<file path="config.mk">
export PLATFORM = sky130hd
export DESIGN_NAME = phy_link_led_ctrl
export DESIGN_NICKNAME = d
export VERILOG_FILES = /design/src/rtl/phy_link_led_ctrl.sv
export SDC_FILE = /design/constraint.sdc
export NUM_CORES = 1
export LEC_CHECK = 0
export BUFFER_PORTS_ARGS = -buffer_cell sky130_fd_sc_hd__buf_2
export CORE_ASPECT_RATIO = 0.75
export CORE_MARGIN = 5
export CORE_UTILIZATION = 67
export CTS_CLUSTER_DIAMETER = 200
export DETAILED_ROUTE_END_ITERATION = 16
export GPL_ROUTABILITY_DRIVEN = 0
export PLACE_DENSITY = 0.92
export SKIP_CTS_REPAIR_TIMING = 1
export SLEW_MARGIN = 20
export SYNTH_ARGS = -nofsm -noshare
export SYNTH_HDL_FRONTEND = slang
export SYNTH_SLANG_ARGS = --single-unit
</file>
<file path="constraint.sdc">
create_clock -name sys_clk -period 6 [get_ports sys_clk]
set_input_delay 0.3 -clock sys_clk [delete_from_list [all_inputs] [get_ports sys_clk]]
set_output_delay 0.3 -clock sys_clk [all_outputs]
set_load 0.05 [all_outputs]
</file>
<file path="src/rtl/phy_link_led_ctrl.sv">
// Per-PHY link-status LED stage.
// Synchronises and debounces the 2-bit RGMII link status of each PHY, exports
// the debounced status with a one-cycle change pulse, and drives one LED per
// PHY: dark = no link, steady = 1G, breathing = 100M, flashing = 10M.
module phy_link_led_ctrl #(
    parameter int PHY_COUNT      = 2,
    parameter int STABLE_CYCLES  = 1_000_000,
    parameter int FLASH_BIT      = 25,
    parameter int PWM_FULL       = 2000,
    parameter int LED_ACTIVE_LOW = 1
) (
    input  logic                   sys_clk,
    input  logic                   sys_reset_n,
    input  logic [2*PHY_COUNT-1:0] link_st_in,
    output logic [2*PHY_COUNT-1:0] link_st_out,
    output logic [PHY_COUNT-1:0]   link_change,
    output logic [PHY_COUNT-1:0]   led_out
);

    // Counter holds 0..STABLE_CYCLES-1, pwm 0..PWM_FULL-1, level 0..PWM_FULL.
    localparam int CNT_W = (STABLE_CYCLES > 2) ? $clog2(STABLE_CYCLES) : 1;
    localparam int PWM_W = (PWM_FULL > 2) ? $clog2(PWM_FULL) : 1;
    localparam int LVL_W = $clog2(PWM_FULL + 1);

    localparam logic [CNT_W-1:0] CNT_MAX  = CNT_W'(STABLE_CYCLES - 1);
    localparam logic [PWM_W-1:0] PWM_LAST = PWM_W'(PWM_FULL - 1);
    localparam logic [LVL_W-1:0] LVL_MAX  = LVL_W'(PWM_FULL);
    localparam logic             LED_OFF  = (LED_ACTIVE_LOW != 0);

    // Status encodings
    localparam logic [1:0] ST_NONE = 2'b00;
    localparam logic [1:0] ST_1G   = 2'b10;
    localparam logic [1:0] ST_100M = 2'b01;

    // Synchroniser
    logic [PHY_COUNT-1:0][1:0] sync1_q, sync1_d;
    logic [PHY_COUNT-1:0][1:0] sync2_q, sync2_d;

    // Debounce
    logic [PHY_COUNT-1:0][1:0]       cand_q, cand_d;
    logic [PHY_COUNT-1:0][CNT_W-1:0] cnt_q, cnt_d;
    logic [PHY_COUNT-1:0][1:0]       stat_q, stat_d;
    logic [PHY_COUNT-1:0]            link_change_q, link_change_d;

    // Shared flash / breath generators
    logic [FLASH_BIT:0] flash_cnt_q, flash_cnt_d;
    logic [PWM_W-1:0]   pwm_cnt_q, pwm_cnt_d;
    logic [LVL_W-1:0]   level_q, level_d;
    logic               dir_up_q, dir_up_d;
    logic               flash;
    logic               breath;

    // LED decode
    logic [PHY_COUNT-1:0] lit;
    logic [PHY_COUNT-1:0] led_q, led_d;

    assign link_st_out = stat_q;
    assign link_change = link_change_q;
    assign led_out     = led_q;

    // Two-flop synchroniser; inter-bit skew is absorbed by the debounce below
    always_comb begin
        sync1_d = link_st_in;
        sync2_d = sync1_q;
    end

    // Synchroniser registers
    always_ff @(posedge sys_clk or negedge sys_reset_n) begin
        if (!sys_reset_n) begin
            sync1_q <= '0;
            sync2_q <= '0;
        end else begin
            sync1_q <= sync1_d;
            sync2_q <= sync2_d;
        end
    end

    // Debounce: accept a candidate only after it has held for STABLE_CYCLES
    always_comb begin
        cand_d        = cand_q;
        cnt_d         = cnt_q;
        stat_d        = stat_q;
        link_change_d = '0;
        for (int i = 0; i < PHY_COUNT; i++) begin
            if (sync2_q[i] != cand_q[i]) begin
                cand_d[i] = sync2_q[i];
                cnt_d[i]  = '0;
            end else if (cnt_q[i] != CNT_MAX) begin
                cnt_d[i] = cnt_q[i] + CNT_W'(1);
            end else if (cand_q[i] != stat_q[i]) begin
                stat_d[i]        = cand_q[i];
                link_change_d[i] = 1'b1;
            end
        end
    end

    // Debounce registers
    always_ff @(posedge sys_clk or negedge sys_reset_n) begin
        if (!sys_reset_n) begin
            cand_q        <= '0;
            cnt_q         <= '0;
            stat_q        <= '0;
            link_change_q <= '0;
        end else begin
            cand_q        <= cand_d;
            cnt_q         <= cnt_d;
            stat_q        <= stat_d;
            link_change_q <= link_change_d;
        end
    end

    // Flash counter wraps naturally; breath level walks a triangle, holding
    // each turnaround value for one extra PWM period
    always_comb begin
        flash_cnt_d = flash_cnt_q + 1'b1;
        pwm_cnt_d   = pwm_cnt_q;
        level_d     = level_q;
        dir_up_d    = dir_up_q;
        if (pwm_cnt_q == PWM_LAST) begin
            pwm_cnt_d = '0;
            if (dir_up_q) begin
                if (level_q == LVL_MAX) dir_up_d = 1'b0;
                else                    level_d  = level_q + LVL_W'(1);
            end else begin
                if (level_q == '0) dir_up_d = 1'b1;
                else               level_d  = level_q - LVL_W'(1);
            end
        end else begin
            pwm_cnt_d = pwm_cnt_q + PWM_W'(1);
        end
    end

    // Flash / breath generator registers
    always_ff @(posedge sys_clk or negedge sys_reset_n) begin
        if (!sys_reset_n) begin
            flash_cnt_q <= '0;
            pwm_cnt_q   <= '0;
            level_q     <= '0;
            dir_up_q    <= 1'b1;
        end else begin
            flash_cnt_q <= flash_cnt_d;
            pwm_cnt_q   <= pwm_cnt_d;
            level_q     <= level_d;
            dir_up_q    <= dir_up_d;
        end
    end

    assign flash  = flash_cnt_q[FLASH_BIT];
    assign breath = (LVL_W'(pwm_cnt_q) < level_q);

    // Map debounced status to LED pattern and apply output polarity
    always_comb begin
        lit   = '0;
        led_d = '0;
        for (int i = 0; i < PHY_COUNT; i++) begin
            case (stat_q[i])
                ST_NONE: lit[i] = 1'b0;
                ST_1G:   lit[i] = 1'b1;
                ST_100M: lit[i] = breath;
                default: lit[i] = flash;
            endcase
            led_d[i] = lit[i] ^ LED_OFF;
        end
    end

    // LED output register
    always_ff @(posedge sys_clk or negedge sys_reset_n) begin
        if (!sys_reset_n) begin
            led_q <= {PHY_COUNT{LED_OFF}};
        end else begin
            led_q <= led_d;
        end
    end

endmodule

</file>
==> impl_metrics.ini <==
[worst_setup_path]
crit_arrival_ps = 2900
crit_path_end_kind = flop
worstPathMaxFanout = 11
crit_path_start = dir_up_q$_DFFE_PN1N_
r2r_start = dir_up_q$_DFFE_PN1N_
cp_data_required_time_ps = 6310
cp-start-kind = flop
critPathKind = flop to flop
reg2regPathDepth = 8
cp_cell_sequence = inv_1 > ha_1 > o211ai_1 > a21oi_1 > a211oi_1 > o21ai_0 > mux2i_1 > xnor2_1
max_stage_delay_ps = 620
slowest_stage = dfstp_2

[synth]
ys.flop_type = dfrtp_1
synth_nets = 544
synthArstFlopShare_pct = 100
synth_fa_ha_area_share_pct = 5.68
yosys_warnings = 0
synthMuxAreaShare_pct = 1.71
synth_area_leaders = dfrtp_1, xor2_1, xnor2_1, ha_1, nor2_1
synth_top_area_share_pct = 48.9
synthSimpleGateAreaFrac_pct = 20.8
yosys.area.top_type = dfrtp_1
syn_area_um2 = 5420
ys_seq_elements = 109
synth_edf_count = 0
synth_cell_types = 49
synthXorXnorAreaFrac_pct = 13.4
synth-compound-area-share_pct = 5.98
syn_avg_cell_area_um2 = 10.6
synth_top_family_by_area = simple AND/OR/NAND/NOR gates
ys_seq_area_share_pct = 50.4
syn_inst = 514

[global_route]
grt_first_pass_wirelength_um = 17900
grt_max_degree = 81
grt_usage_pct = 22.5
grt_pass1_vias = 3792
gr-total-overflow = 0
antenna_found_initial = 0

[drt]
wirelength_um = 10100
wl_per_cell_um = 15.8
drtAntennaViolNets = 0
via_per_inst = 5.90
drtIter0Drc = 329
drc = 0
vias = 3782
firstDrtPassIters = 5

[worst_hold_path]
hold_class = input pin to flop
min_from = link_st_in[3]
hold_depth = 1

[finish]
fin_util_pct = 73.4
nFillCells = 537
regArea_um2 = 2730
nets = 561
syn2layout_area_growth_pct = 6.65
multiInputGateArea_um2 = 2580
drive_above_1_share_pct = 8.77
num_antenna_cells = 0

[sta]
fmax_ghz = 0.386
slew_headroom_pct = 49.7
fin_worst_skew_ps = 14.5
fin_crit_sh_pct = 43.1
min_period_ps = 2590
tightestPinTransition_ps = 752
final_max_slew_viol_count = 0
setup_viol = 0
hold_violations = 0
fin_setup_tns_ps = 0
rsz0062_at_grt = no

[floorplanning]
die_w_um = 114
initial_core_util_pct = 68.8
die_y_um = 87.9
die-area_um2 = 10000
io_pins = 14
core_um2 = 7880
rows = 28

[cts]
clk_latency_ps = 380
root_buffer = clkbuf_8
htreeDepth = 3
cts_tree = done
cts.sinks = 109
cts.clk_slew.worst_paths_ps = 110
numCtsBuffers = 9
clockBufferDepth = 2

[pwr]
peakVddDrop_mv = 0.197
total_power_mw = 1.19
power.density_nw_per_um2 = 205
leakagePower_nw = 2.60

[place]
dp_hpwl_um = 7130
portBuffers = 13

[status]
status = finished clean

[flow_run]
maxCapViolations = 0
through the flow:
step | instances | instance area (um2) | setup WS [ps] | hold slack (ps)
floorplan | 514 | 5420 | 3790 | 4.41
global placement | 623 | 5580 | 3660 | 234
detailed placement | 623 | 5580 | 3420 | 245
CTS | 639 | 5760 | 3410 | -168
global route | 641 | 5780 | 3200 | 4.89
finish | 641 | 5780 | 3410 | 29.6
final timing paths:
path	endpoint	slack, ps
max in group asynchronous	cnt_q[13]$_DFFE_PN0N_	4610
worst max-delay path	level_q[10]$_DFFE_PN0P_	3410
worst min-delay path	sync1_q[3]$_DFF_PN0_	30
worst min register to register	sync2_q[1]$_DFF_PN0_	370
min in group asynchronous	cnt_q[38]$_DFFE_PN0N_	380
worst max register to register	level_q[10]$_DFFE_PN0P_	3410
flip-flops by register name, indices dropped and copies added, names as in the netlist:
name,cells
cnt_q,40
flash_cnt_q,26
level_q,11
sync2_q,4
cand_q,4
link_st_out,4
pwm_cnt_q,11
link_change,2
dir_up_q,1
led_out,2
sync1_q,4
worst max-delay path, delay by kind of cell, from the launching register on:
kind / cells / cell delay (ps)
compound gates: 4 / 930
xor+xnor: 1 / 130
flops: 1 / 620
mux: 1 / 210
buf+inv: 1 / 220
fa+ha+maj: 1 / 410
cell usage in the layout, fill, tap and decap left out, types with 3 or more instances in the layout:
cell / synthesis / layout
dfrtp_1: 106 / 106
nor2_1: 60 / 60
xor2_1: 45 / 45
nand2_1: 43 / 43
xnor2_1: 38 / 38
nand3_1: 26 / 26
nand4_1: 24 / 24
ha_1: 23 / 23
inv_1: 18 / 18
o21ai_0: 13 / 13
a21oi_1: 13 / 13
buf_2: 1 / 12
a21o_1: 10 / 10
and3_1: 9 / 9
clkbuf_8: 0 / 9
nor3_1: 8 / 8
mux2i_1: 7 / 7
and4_1: 7 / 7
nand2b_1: 6 / 6
a211oi_1: 5 / 5
o21ai_1: 5 / 5
clkinv_4: 0 / 4
nor4_1: 3 / 3
nor2b_1: 3 / 3
nor4_4: 3 / 3
dfstp_2: 3 / 3
logic make-up after synthesis:
group | Yosys count
buf+inv | 28
compound gates | 52
simple gates | 209
mux | 9
fa+ha+maj | 24
xor+xnor | 83
flops | 109
synth_stat cells (5+ instances only):
library cell	count
o21ai_0	13
a211oi_1	5
a21oi_1	13
xnor2_1	38
inv_1	18
nand4_1	24
nor2_1	60
xor2_1	45
nor3_1	8
and4_1	7
nand3_1	26
nand2b_1	6
nand2_1	43
dfrtp_1	106
clkbuf_1	8
o21ai_1	5
and3_1	9
ha_1	23
a21o_1	10
mux2i_1	7
power by group:
part	total, mW	internal, mW	switching (mW)
sequential	0.748	0.741	0.00690
combinational	0.0362	0.00914	0.0271
clock	0.404	0.155	0.250
per-layer routing:
layer	GRT usage (%)	share of wire (%)	wire, um
met5	0	0	0
met4	5.29	1.3	134
met3	6.42	4.2	422
met2	37.3	48	4910
met1	29.9	46	4680
cell type report:
cell class                      instances  share of cell area [%]
Sequential cell                       109                    47.2
Multi-Input combinational cell        377                    44.6
Timing Repair Buffer                   16                    1.71
Inverter                               18                    1.17
Clock inverter                          6                   0.844
Tap cell                              105                    2.27
Clock buffer                           10                    2.21
Note: power is estimated with default switching activity, not from simulation.
